## src/rtl/duck_round_ctrl.sv

```systemverilog
// Round controller for NUM_DUCKS simultaneous ducks: round FSM, per-duck hit/fall
// tracking, shot budget, saturating score and birds-remaining count.
module duck_round_ctrl #(
  parameter int unsigned NUM_DUCKS       = 2,
  parameter int unsigned SHOTS_PER_ROUND = 3,
  parameter int unsigned BIRDS_PER_GAME  = 10,
  parameter int unsigned SCORE_PER_HIT   = 500,
  parameter int unsigned SCORE_W         = 32,
  parameter int unsigned FLY_FRAMES      = 300,
  parameter int unsigned FLEE_FRAMES     = 60
) (
  input  logic                 Clk,
  input  logic                 Reset,
  input  logic                 start,
  input  logic                 frame_clk,
  input  logic                 shot,
  input  logic [NUM_DUCKS-1:0] hit,
  input  logic [NUM_DUCKS-1:0] duck_ded_done,
  input  logic                 dog_done,
  output logic [2:0]           state,
  output logic                 new_round,
  output logic [NUM_DUCKS-1:0] duck_active,
  output logic [NUM_DUCKS-1:0] duck_fall,
  output logic                 flew_away,
  output logic                 dog_start,
  output logic [2:0]           dog_duck,
  output logic [31:0]          shots_left,
  output logic [SCORE_W-1:0]   score,
  output logic [31:0]          birds_left,
  output logic                 game_over
);

  localparam int unsigned FLY_W  = $clog2(FLY_FRAMES + 1);
  localparam int unsigned FLEE_W = $clog2(FLEE_FRAMES + 1);
  localparam logic [63:0] SCORE_MAX = (64'd1 << SCORE_W) - 64'd1;

  typedef enum logic [2:0] {
    S_IDLE     = 3'd0,
    S_LAUNCH   = 3'd1,
    S_FLYING   = 3'd2,
    S_FALLING  = 3'd3,
    S_FLEE     = 3'd4,
    S_DOG      = 3'd5,
    S_GAMEOVER = 3'd6
  } state_e;

  state_e               state_q;
  logic [2:0]           sync_q;
  logic                 new_round_q, flew_q, dog_start_q, game_over_q;
  logic [NUM_DUCKS-1:0] active_q, fall_q;
  logic [2:0]           dog_duck_q;
  logic [31:0]          shots_q, birds_q;
  logic [SCORE_W-1:0]   score_q;
  logic [FLY_W-1:0]     fly_q;
  logic [FLEE_W-1:0]    flee_q;

  logic                 tick_c, shot_ok_c, launch_c;
  logic [NUM_DUCKS-1:0] hit_m_c, active_d, fall_d;
  logic [2:0]           hit_n_c;
  logic [31:0]          shots_d, birds_d;
  logic [63:0]          add_c, sum_c;
  logic [SCORE_W-1:0]   score_d;
  logic [FLY_W-1:0]     fly_d;
  logic [FLEE_W-1:0]    flee_d;

  function automatic logic [2:0] popcnt(input logic [NUM_DUCKS-1:0] v);
    logic [2:0] c;
    c = '0;
    for (int i = 0; i < NUM_DUCKS; i++) c = c + 3'(v[i]);
    return c;
  endfunction

  // Candidate next values; the FSM picks which ones apply in each state.
  always_comb begin
    tick_c    = sync_q[1] & ~sync_q[2];
    shot_ok_c = (state_q == S_FLYING) && shot && (shots_q != 32'd0);
    hit_m_c   = shot_ok_c ? (hit & active_q) : '0;
    hit_n_c   = popcnt(hit_m_c);
    active_d  = active_q & ~hit_m_c;
    fall_d    = (fall_q & ~duck_ded_done) | hit_m_c;
    shots_d   = shot_ok_c ? shots_q - 32'd1 : shots_q;
    add_c     = 64'(SCORE_PER_HIT) * 64'(hit_n_c);
    sum_c     = 64'(score_q) + add_c;
    score_d   = (sum_c > SCORE_MAX) ? '1 : SCORE_W'(sum_c);
    fly_d     = tick_c ? fly_q + FLY_W'(1) : fly_q;
    flee_d    = (tick_c && (flee_q < FLEE_W'(FLEE_FRAMES))) ? flee_q + FLEE_W'(1) : flee_q;
    birds_d   = (birds_q > 32'(NUM_DUCKS)) ? birds_q - 32'(NUM_DUCKS) : 32'd0;
    launch_c  = (((state_q == S_IDLE) || (state_q == S_GAMEOVER)) && start) ||
                ((state_q == S_DOG) && dog_done && (birds_d != 32'd0));
  end

  always_ff @(posedge Clk or posedge Reset) begin
    if (Reset) begin
      state_q     <= S_IDLE;
      sync_q      <= '0;
      new_round_q <= 1'b0;
      flew_q      <= 1'b0;
      dog_start_q <= 1'b0;
      game_over_q <= 1'b0;
      active_q    <= '0;
      fall_q      <= '0;
      dog_duck_q  <= '0;
      shots_q     <= 32'(SHOTS_PER_ROUND);
      score_q     <= '0;
      birds_q     <= 32'(BIRDS_PER_GAME);
      fly_q       <= '0;
      flee_q      <= '0;
    end else begin
      sync_q      <= {sync_q[1:0], frame_clk};
      new_round_q <= 1'b0;
      flew_q      <= 1'b0;
      dog_start_q <= 1'b0;
      case (state_q)
        S_IDLE, S_GAMEOVER: begin
          if (start) begin
            score_q     <= '0;
            birds_q     <= 32'(BIRDS_PER_GAME);
            game_over_q <= 1'b0;
          end
        end
        S_LAUNCH: state_q <= S_FLYING;
        S_FLYING: begin
          active_q   <= active_d;
          fall_q     <= fall_d;
          shots_q    <= shots_d;
          score_q    <= score_d;
          dog_duck_q <= dog_duck_q + hit_n_c;
          fly_q      <= fly_d;
          // Hits are applied before the flee decision, so a final kill beats timeout.
          if (active_d == '0) begin
            state_q <= S_FALLING;
          end else if ((shots_d == 32'd0) || (fly_d == FLY_W'(FLY_FRAMES))) begin
            state_q <= S_FLEE;
            flew_q  <= 1'b1;
            flee_q  <= '0;
          end
        end
        S_FALLING: begin
          fall_q <= fall_d;
          if (fall_d == '0) begin
            state_q     <= S_DOG;
            dog_start_q <= 1'b1;
          end
        end
        S_FLEE: begin
          fall_q <= fall_d;
          flee_q <= flee_d;
          if ((flee_d >= FLEE_W'(FLEE_FRAMES)) && (fall_d == '0)) begin
            active_q    <= '0;
            state_q     <= S_DOG;
            dog_start_q <= 1'b1;
          end
        end
        S_DOG: begin
          if (dog_done) begin
            birds_q <= birds_d;
            if (birds_d == 32'd0) begin
              state_q     <= S_GAMEOVER;
              game_over_q <= 1'b1;
            end
          end
        end
        default: state_q <= S_IDLE;
      endcase
      // Round setup is applied on entry so LAUNCH already shows the fresh round.
      if (launch_c) begin
        state_q     <= S_LAUNCH;
        new_round_q <= 1'b1;
        active_q    <= '1;
        fall_q      <= '0;
        dog_duck_q  <= '0;
        shots_q     <= 32'(SHOTS_PER_ROUND);
        fly_q       <= '0;
      end
    end
  end

  assign state       = state_q;
  assign new_round   = new_round_q;
  assign duck_active = active_q;
  assign duck_fall   = fall_q;
  assign flew_away   = flew_q;
  assign dog_start   = dog_start_q;
  assign dog_duck    = dog_duck_q;
  assign shots_left  = shots_q;
  assign score       = score_q;
  assign birds_left  = birds_q;
  assign game_over   = game_over_q;

endmodule

```

## config.mk

```make
export PLATFORM = sky130hd
export DESIGN_NAME = duck_round_ctrl
export DESIGN_NICKNAME = d
export VERILOG_FILES = /design/src/rtl/duck_round_ctrl.sv
export SDC_FILE = /design/constraint.sdc
export NUM_CORES = 1
export LEC_CHECK = 0
export BUFFER_PORTS_ARGS = -buffer_cell sky130_fd_sc_hd__buf_2
export CAP_MARGIN = 15
export CORE_MARGIN = 5
export CORE_UTILIZATION = 52
export DETAILED_ROUTE_END_ITERATION = 7
export GPL_TIMING_DRIVEN = 0
export PLACE_DENSITY = 0.74
export SYNTH_ARGS = -nofsm -noshare
export SYNTH_HDL_FRONTEND = slang
export SYNTH_SLANG_ARGS = --single-unit
```

## constraint.sdc

```tcl
create_clock -name Clk -period 5.1 [get_ports Clk]
set_clock_uncertainty 0.1 [all_clocks]
set_input_delay 0.765 -clock Clk [delete_from_list [all_inputs] [get_ports Clk]]
set_output_delay 0.765 -clock Clk [all_outputs]
set_load 0.05 [all_outputs]
```

==> out/results.ini, run 1 <==
[status]
status=finished clean

[placement]
pre_cts_slack_ps=-656
placed_cells=1214
dp_hpwl_um=16300
routabilityCongestion=0.955
numPortBuffers=119

[route]
vias=7852
drcViolationCount=0
post_drt_wl_per_cell_um=18.6
drt-initial-drc-count=776
first_pass_iters=5
vias_per_cell=6.29
final_antenna_net_count=0
routed_wl_um=23200

[clock_network]
root_buffer=clkbuf_16
cts_tree=yes
postCtsHoldBufs=0
cts_buffer_depth=2
cts_sinks=127
cts_buffers=17
cts_max_level=4
clkSlewWorstSetupHoldPaths_ps=60
clk_latency_ps=430

[sta]
setup_viol=0
period_share_pct=94.8
drv_slew=0
fin_ws_ps=263
rsz0062_at_grt=no
slew_headroom_pct=31.1
fmax_mhz=207
fin_crit_ps=4840
worst_pin_slew_ps=1030
hold_violations=0
hold_ws_ps=203

[synth]
mappedNetlistArea_sq_um=7770
synth_nets=939
ys_warn_count=0
synth_flop_cell=dfrtp_1
ys_types=79
ys_async_sr_fraction_pct=100
synth_edf_count=0
syn_area_per_cell_sq_um=8.54
syn_inst=910
ys_seq_area_share_pct=41.0
synth_seq_cells=127

[setup_path]
r2r_setup_slack_ps=260
crit_required_ps=5280
ff2ff_path_depth=19
cp_max_fo=10
endpoint_kind=flip-flop
worst_setup_path_start_kind=flip-flop
arrival_ps=5010
worstSetupPathType=reg -> reg

[global_routing]
grt_pass1_wl_um=37600
antenna_found_initial=1
track_usage_pct=26.0
overflow=0
grt_pass1_vias=7424
grt_max_degree=99

[power_and_ir_drop]
pwr-share-comb_pct=39.4
p_int_uw=2450
p_per_area_nw_per_um2=450
p_seq_share_pct=29.7
leakage_uw=0.00442
p_clk_share_pct=30.9
p_total_uw=4230
p_sw_share_pct=42.0
ir_drop_uv=282
netSwitchingPower_uw=1780

[floorplan]
die_w_um=132
core_area_sq_um=14600
start_util_pct=53.3
dieHeight_um=132
die_area_sq_um=17500
fp-row-count=44
ioPinCount=120

[finish]
final_nets=1081
antenna_cells=0
final_cell_mix=buf_2, dfrtp_1, nand2_1, o21ai_0, nor2_1
area_growth_pct=21.0
layoutNonFillerInstCount=1249
final_common_cell=buf_2
drive_above_1_share_pct=19.2

[job]
cap_violations=0

[worst_hold_path]
hold_path_class=in -> async

-- per-stage QoR --
stage / TNS (ps) / instance area [sq um] / util [%]
after detailed placement: -17670 / 8630 / 59.2
after CTS: 0 / 9330 / 63.9
after floorplan: 0 / 7770 / -
after global routing: 0 / 9400 / 64.4
final: 0 / 9400 / 64.4
after global placement: -106450 / 8600 / 59.0
-- per-layer routing --
metal,part of all wire [%],vias up,routed length [um],global-route usage (%)
met1,44,3799,10200,35.0
li1,-,3691,-,-
met3,6.5,48,1500,6.26
met4,2.2,2,504,9.16
met5,0.056,-,13,0
met2,47,312,11000,41.0
-- final cells by class --
class	instances	area, sq um
Clock buffer	21	470
Timing Repair Buffer	123	646
Inverter	18	72.6
Clock inverter	11	161
Tap cell	184	230
Buffer	47	206
Fill cell	1254	5190
Multi-Input combinational cell	718	4430
Sequential cell	127	3190
-- what timing repair did --
action | in CTS | in global routing
setup endpoints to repair | 31 | 41
hold endpoints to repair | 0 | 0
gates resized for setup | 10 | 15
pin swaps | 2 | 0
setup buffers | 3 | 0
-- cells by family (layout without fill, tap and decap cells) --
family / count (synthesis) / in the layout / synth area share, %
DFF: 127 / 127 / 41.0
xor gates and xnor gates: 19 / 19 / 2.14
buffers and inverters: 65 / 220 / 3.38
muxes: 9 / 9 / 1.24
adders and majority gates: 19 / 19 / 3.25
and+or+nand+nor: 409 / 409 / 27.1
AOI/OAI and AO/OA: 262 / 262 / 21.9
-- worst max-delay path: stages (launching register included) --
cell and delay [ps]:
dfrtp_1 460, nor3_1 520, and4_2 400, and4_1 200, buf_2 240, nor2_4 80, nand3_2 160, ha_4 240
ha_1 210, fa_1 400, nand3_1 100, nand2_1 90, a31o_2 280, a21o_1 180, a21o_1 200, a21oi_2 210
nor3b_2 110, nand3_1 140, clkbuf_4 230, o211ai_1 110
-- Yosys cell counts (10+ instances only) --
library cell / count / share of area (%)
and2_1: 12 / 0.97
dfrtp_1: 123 / 40
a21oi_1: 36 / 2.3
nand2b_1: 10 / 0.81
nand2_1: 117 / 5.7
and3_1: 10 / 0.81
o31ai_1: 24 / 2.3
nor4_1: 18 / 1.4
nand3_1: 55 / 3.5
inv_1: 17 / 0.82
nand4_1: 16 / 1.3
clkbuf_1: 36 / 1.7
o211ai_1: 26 / 2.5
nor3_1: 28 / 1.8
nor2_1: 78 / 3.8
o21ai_0: 80 / 5.2
xnor2_1: 13 / 1.5
or4_1: 10 / 0.97
ha_1: 17 / 2.7
o21ai_1: 17 / 1.1
a21o_1: 11 / 1.1
-- power groups by stage --
stage | sequential, uW | clock, uW | combinational, uW
2_1_floorplan | 1550 | 0 | 881
3_3_place_gp | 1270 | 0 | 1590
3_5_place_dp | 1270 | 0 | 1610
4_1_cts | 1250 | 1320 | 1640
5_1_grt | 1270 | 1370 | 1800
6_report | 1260 | 1310 | 1670
-- state kept, by name, summed over array words and instances (netlist names) --
signal       cells
birds_left      32
duck_fall        2
dog_duck         3
game_over        1
new_round        1
state            3
shots_left      32
score           31
dog_start        1
fly_q            9
sync_q           3
flee_q           6
flew_away        1
duck_active      2
-- worst paths after layout --
check,startpoint,to
min in group Clk,sync_q[0]$_DFF_PP0_,sync_q[1]$_DFF_PP0_
min reg2reg,sync_q[0]$_DFF_PP0_,sync_q[1]$_DFF_PP0_
max in group asynchronous,Reset,shots_left[22]$_DFFE_PP0P_
max,shots_left[13]$_DFFE_PP0P_,score[11]$_DFFE_PP0P_
max reg2reg,shots_left[13]$_DFFE_PP0P_,score[11]$_DFFE_PP0P_
min,Reset,score[23]$_DFFE_PP0P_
(Power assumes the default switching activity.)
==> run 2: changes to the inputs <==
--- a/config.mk
+++ b/config.mk
@@ -7,6 +7,7 @@
 export LEC_CHECK = 0
 export BUFFER_PORTS_ARGS = -buffer_cell sky130_fd_sc_hd__buf_2
 export CAP_MARGIN = 15
+export CORE_ASPECT_RATIO = 2
 export CORE_MARGIN = 5
 export CORE_UTILIZATION = 52
 export DETAILED_ROUTE_END_ITERATION = 7
==> out/results.ini, run 2 (same netlist as run 1, synthesis figures left out) <==
[sta]
period_share_pct=94.6  ; was 94.8%
hold_ws_ps=315  ; was 203 ps
hold_violations=0  ; unchanged
setup_viol=0  ; unchanged
setup-tns-final_ps=0  ; unchanged
fin_crit_ps=4820  ; was 4840 ps
rsz0062_at_grt=no  ; unchanged
slew_headroom_pct=31.7  ; was 31.1%
fmax_mhz=207  ; about the same
drv_slew=0  ; unchanged
worst_pin_slew_ps=1020  ; was 1030 ps

[placement]
routabilityCongestion=1.00  ; was 0.955
dp_hpwl_um=19100  ; was 16300 um
placed_area_sq_um=8650  ; was 8630 sq um
numPortBuffers=119  ; unchanged
placed_cells=1225  ; was 1214

[finish]
antenna_cells=0  ; unchanged
area_growth_pct=20.7  ; was 21.0%
final_area_sq_um=9380  ; was 9400 sq um
drive_above_1_share_pct=19.0  ; was 19.2%
layoutNonFillerInstCount=1260  ; was 1249
final_nets=1081  ; unchanged
postLayoutCoreUtil_pct=63.6  ; was 64.4%
final_common_cell=buf_2  ; unchanged
final_cell_mix=buf_2, dfrtp_1, nand2_1, o21ai_0, nor2_1  ; unchanged

[clock_network]
cts_buffers=17  ; unchanged
clk_latency_ps=420  ; was 430 ps
cts_buffer_depth=2  ; unchanged
postCtsHoldBufs=0  ; unchanged
root_buffer=clkbuf_16  ; unchanged
cts_sinks=127  ; unchanged
cts_max_level=4  ; unchanged
clkSlewWorstSetupHoldPaths_ps=60  ; about the same
cts_tree=yes  ; unchanged

[setup_path]
worst_setup_path_start_kind=flip-flop  ; unchanged
crit_path_top_delay_cell=or4_1  ; was nor3_1
endpoint_kind=flip-flop  ; unchanged
worstSetupPathType=reg -> reg  ; unchanged
crit_chain=or4_1 > clkbuf_4 > nor4_4 > and4_1 > buf_4 > nor2_4 > nand3_4 > ha_4 > ha_1 > fa_1 > nand3_1 > nand2_1 > a31o_2 > a21o_1 > a21o_1 > a21oi_4 > nor3b_2 > nand3_2 > clkbuf_4 > o211ai_1  ; was nor3_1 > and4_2 > and4_1 > buf_2 > nor2_4 > nand3_2 > ha_4 > ha_1 > fa_1 > nand3_1 > nand2_1 > a31o_2 > a21o_1 > a21o_1 > a21oi_2 > nor3b_2 > nand3_1 > clkbuf_4 > o211ai_1
cp_max_fo=10  ; unchanged
crit_required_ps=5280  ; about the same
cpPeakStageDelay_ps=590  ; was 520 ps
r2r_setup_slack_ps=280  ; was 260 ps
arrival_ps=5000  ; was 5010 ps

[power_and_ir_drop]
ir_drop_uv=314  ; was 282 uV
p_per_area_nw_per_um2=447  ; was 450 nW/um^2
leakage_uw=0.00438  ; was 0.00442 uW

[floorplan]
ioPinCount=120  ; unchanged
dieHeight_um=183  ; was 132 um
die_area_sq_um=17600  ; was 17500 sq um
core_area_sq_um=14700  ; was 14600 sq um
start_util_pct=52.7  ; was 53.3%
fp-row-count=63  ; was 44
die_w_um=96.4  ; was 132 um

[global_routing]
grt_pass1_wl_um=41300  ; was 37600 um
grt_pass1_vias=7938  ; was 7424
grt_max_degree=79  ; was 99
track_usage_pct=30.4  ; was 26.0%
overflow=0  ; unchanged
antenna_found_initial=0  ; was 1

[route]
first_pass_iters=5  ; unchanged
drcViolationCount=0  ; unchanged
vias_per_cell=6.37  ; was 6.29
post_drt_wl_per_cell_um=20.6  ; was 18.6 um
drt-initial-drc-count=517  ; was 776
routed_wl_um=25900  ; was 23200 um
final_antenna_net_count=0  ; unchanged
vias=8030  ; was 7852

[status]
status=finished clean  ; unchanged

[worst_hold_path]
hold_path_class=reg -> reg  ; was in -> async

[job]
cap_violations=0  ; unchanged

[run 2: cell count changes in the layout (fill, tap and decap cells not counted), sizes merged]
cell      delta
buf          -1
bufinv       -1
clkinvlp     +3
clkinv       -2
clkbuf       +1
[run 2: layout make-up]
type | instances | area, sq um
Timing Repair Buffer | 123 | 646
Clock inverter | 11 | 140
Tap cell | 195 | 244
Inverter | 18 | 72.6
Buffer | 47 | 211
Fill cell | 1338 | 5360
Clock buffer | 21 | 450
Sequential cell | 127 | 3190
Multi-Input combinational cell | 718 | 4430
[run 2: worst paths after layout]
check	from	to	cells after the start
min in group asynchronous	Reset	score[3]$_DFFE_PP0P_	2
hold reg to reg	sync_q[0]$_DFF_PP0_	sync_q[1]$_DFF_PP0_	0
hold / removal	sync_q[0]$_DFF_PP0_	sync_q[1]$_DFF_PP0_	0
max in group asynchronous	Reset	birds_left[3]$_DFFE_PP1P_	3
setup reg to reg	shots_left[22]$_DFFE_PP0P_	score[6]$_DFFE_PP0P_	20
setup / recovery	shots_left[22]$_DFFE_PP0P_	score[6]$_DFFE_PP0P_	20
[run 2: what timing repair did]
item,CTS,global route
setup buffers,3,0
endpoints found under the setup margin,31,70
resized for setup,14,12
cloned,0,0
pin swaps,2,0
[run 2: per-layer routing]
| layer | up-vias | GRT usage (%) | part of all wire (%) | wire length, um |
|---|---|---|---|---|
| li1 | 3695 | - | - | - |
| met1 | 3839 | 31.7 | 34 | 8890 |
| met2 | 372 | 51.5 | 51 | 13200 |
| met3 | 124 | 6.12 | 6.5 | 1690 |
| met4 | 0 | 23.8 | 8.2 | 2130 |
| met5 | - | 0 | 0 | 0 |
[run 2: where the power goes]
part	total, uW	leakage (uW)	internal, uW	switching [uW]
registers	1260	0.00173	1130	133
logic	1690	0.00237	469	1220
clock network	1240	0.000279	777	464
[run 2: worst max-delay path, delay by kind of cell, from the launching register on]
kind	cells	cell delay (ps)
and+or+nand+nor	9	1660
AOI/OAI and AO/OA	5	980
adders and majority gates	3	840
buffers and inverters	3	640
DFF	1	460
[run 2: per-stage QoR]
stage | worst slack (ps) | total power (uW)
4_1_cts | 2.17 | 4160
5_1_grt | 14.3 | 4390
3_5_place_dp | -959 | 2900
6_report | 278 | 4190
3_3_place_gp | -1220 | 2880
2_1_floorplan | 69.7 | 2430
==> run 3: changes to the inputs <==
==> constraint.sdc (replaced) <==
create_clock -name Clk -period 3.9 [get_ports Clk]
set_clock_uncertainty 0.1 [all_clocks]
set_input_delay 0.585 -clock Clk [delete_from_list [all_inputs] [get_ports Clk]]
set_output_delay 0.585 -clock Clk [all_outputs]
set_load 0.05 [all_outputs]
==> out/results.ini, run 3 (same netlist as run 1, synthesis figures left out) <==
[floorplan]
ioPinCount=120  ; unchanged
die_w_um=96.4  ; unchanged
core_area_sq_um=14700  ; unchanged
die_area_sq_um=17600  ; unchanged
dieHeight_um=183  ; unchanged
fp-row-count=63  ; unchanged
start_util_pct=52.7  ; unchanged

[finish]
antenna_cells=0  ; unchanged
final_common_cell=buf_2  ; unchanged
final_area_sq_um=10200  ; was 9380 sq um
drive_above_1_share_pct=27.3  ; was 19.0%
final_cell_mix=buf_2, dfrtp_1, nand2_1, o21ai_0, nor2_1  ; unchanged
final_nets=1124  ; was 1081
nFillCells=1192  ; was 1338
layoutNonFillerInstCount=1303  ; was 1260
area_growth_pct=31.5  ; was 20.7%

[global_routing]
antenna_found_initial=1  ; was 0
grt_pass1_wl_um=43000  ; was 41300 um
track_usage_pct=31.7  ; was 30.4%
grt_max_degree=32  ; was 79
grt_pass1_vias=8303  ; was 7938
overflow=0  ; unchanged

[route]
met2RoutedLength_um=14500  ; was 13200 um
vias=8268  ; was 8030
routed_wl_um=27200  ; was 25900 um
dr.max_layer_used=met5  ; was met4
final_antenna_net_count=0  ; unchanged
route.met3.wl_um=1510  ; was 1690 um
vias_per_cell=6.35  ; was 6.37
drcViolationCount=0  ; unchanged
first_pass_iters=6  ; was 5
drt-initial-drc-count=621  ; was 517
post_drt_wl_per_cell_um=20.9  ; was 20.6 um
wl_met1_um=9420  ; was 8890 um

[setup_path]
worst_setup_path_start_kind=flip-flop  ; unchanged
worstReg2RegStart=shots_left[1]$_DFFE_PP1P_  ; was shots_left[22]$_DFFE_PP0P_
crit_start=shots_left[1]$_DFFE_PP1P_  ; was shots_left[22]$_DFFE_PP0P_
ff2ff_path_depth=21  ; was 20
endpoint_kind=flip-flop  ; unchanged
r2r_setup_slack_ps=-420  ; was 280 ps
r2r-end=score[8]$_DFFE_PP0P_  ; was score[6]$_DFFE_PP0P_
crit_required_ps=4080  ; was 5280 ps
worstSetupPathType=reg -> reg  ; unchanged
arrival_ps=4500  ; was 5000 ps
cp_max_fo=8  ; was 10
crit_end=score[8]$_DFFE_PP0P_  ; was score[6]$_DFFE_PP0P_

[sta]
hold_violations=0  ; unchanged
fin_ws_ps=-422  ; was 278 ps
setup_viol=36  ; was 0
fmax_mhz=231  ; was 207 MHz
worst_pin_slew_ps=1130  ; was 1020 ps
hold_ws_ps=65.7  ; was 315 ps
setup-tns-final_ps=-11960  ; was 0 ps
drv_slew=0  ; unchanged
period_share_pct=111  ; was 94.6%
rsz0062_at_grt=yes  ; was no
fin_crit_ps=4320  ; was 4820 ps
slew_headroom_pct=24.0  ; was 31.7%

[power_and_ir_drop]
leakage_uw=0.00474  ; was 0.00438 uW
p_int_uw=3360  ; was 2380 uW
p_sw_share_pct=43.6  ; was 43.3%
p_per_area_nw_per_um2=583  ; was 447 nW/um^2
p_clk_share_pct=29.5  ; was 29.6%
pwr-share-comb_pct=42.6  ; was 40.3%
p_seq_share_pct=27.9  ; was 30.1%
netSwitchingPower_uw=2590  ; was 1820 uW
ir_drop_uv=412  ; was 314 uV

[clock_network]
cts_tree=yes  ; unchanged
root_buffer=clkbuf_16  ; unchanged
cts_max_level=4  ; unchanged
postCtsHoldBufs=0  ; unchanged
clkSlewWorstSetupHoldPaths_ps=70  ; was 60 ps
cts_buffers=17  ; unchanged
cts_sinks=127  ; unchanged
cts_buffer_depth=2  ; unchanged
clk_latency_ps=440  ; was 420 ps

[job]
cap_violations=0  ; unchanged

[placement]
placed_cells=1228  ; was 1225
placed_area_sq_um=8870  ; was 8650 sq um
routabilityCongestion=0.972  ; was 1.00
dp_hpwl_um=19100  ; about the same
numPortBuffers=119  ; unchanged

[worst_hold_path]
hold_path_class=in -> async  ; was reg -> reg

[status]
failed_checks=negative setup slack
status=finished, violations left  ; was finished clean

## run 3: cell types whose count changed in the layout (fill, tap and decap cells not counted), moves of 5 or more
cell      delta
ha_4         +5
inv_1        -5
buf_4       +37
buf_8        +5
buf_6        +5
clkinv_4     +5
clkbuf_1     -7
## run 3: power by group through the flow
stage | clock network [uW] | logic [uW] | registers [uW]
floorplan | 0 | 1190 | 2040
global placement | 0 | 2160 | 1680
detailed placement | 0 | 2200 | 1680
CTS | 1750 | 2340 | 1660
global route | 1810 | 2720 | 1680
finish | 1760 | 2530 | 1660
## run 3: repair_timing
item                       4_1_cts  5_1_grt
gates resized for setup         38       47
cloned                           3        0
setup endpoints to repair       90       73
setup buffers                   25       17
pin swaps                       20       20
## run 3: per-stage QoR
stage	setup slack, ps	power (uW)	util, %
after floorplan	-428	3230	-
after global placement	-959	3840	59.6
after detailed placement	-1010	3880	60.2
after CTS	-410	5750	67.0
after global routing	-576	6220	69.3
final	-422	5960	69.3
## run 3: worst min path at each step
stage | to | slack [ps] | from | cells after the start
2_1_floorplan | sync_q[1]$_DFF_PP0_ | 230 | sync_q[0]$_DFF_PP0_ | 0
3_3_place_gp | sync_q[1]$_DFF_PP0_ | 250 | sync_q[0]$_DFF_PP0_ | 0
3_5_place_dp | sync_q[1]$_DFF_PP0_ | 250 | sync_q[0]$_DFF_PP0_ | 0
4_1_cts | birds_left[28]$_DFFE_PP0P_ | 80 | Reset | 2
5_1_grt | birds_left[28]$_DFFE_PP0P_ | 90 | Reset | 2
6_report | birds_left[28]$_DFFE_PP0P_ | 70 | Reset | 2
## run 3: layout make-up
type | instances | area (sq um) | share of cell area (%)
Sequential cell | 127 | 3200 | 31.3
Buffer | 45 | 250 | 2.45
Clock buffer | 17 | 425 | 4.16
Tap cell | 195 | 244 | 2.39
Inverter | 18 | 77.6 | 0.759
Clock inverter | 15 | 210 | 2.06
Timing Repair Buffer | 168 | 1040 | 10.2
Multi-Input combinational cell | 718 | 4770 | 46.7
## run 3: critical path, stage by stage (launching register included)
cell and delay, ps:
dfstp_4 620, inv_2 40, ha_4 180, nor3b_2 160
and2_4 190, and4_1 180, buf_6 120, nor2_4 180
nand3_4 110, ha_4 280, ha_4 170, fa_2 350
nand3_2 80, nand2_2 60, a31o_4 240, a21o_1 160
a21o_1 190, a21oi_4 190, nor3b_4 100, nand3_4 180
buf_8 150, o211ai_1 100
## run 3: per-layer routing
metal | GRT usage, % | up-vias
li1 | - | 3780
met1 | 33.7 | 3966
met2 | 54.7 | 396
met3 | 6.08 | 124
met4 | 22.0 | 2
met5 | 0 | -
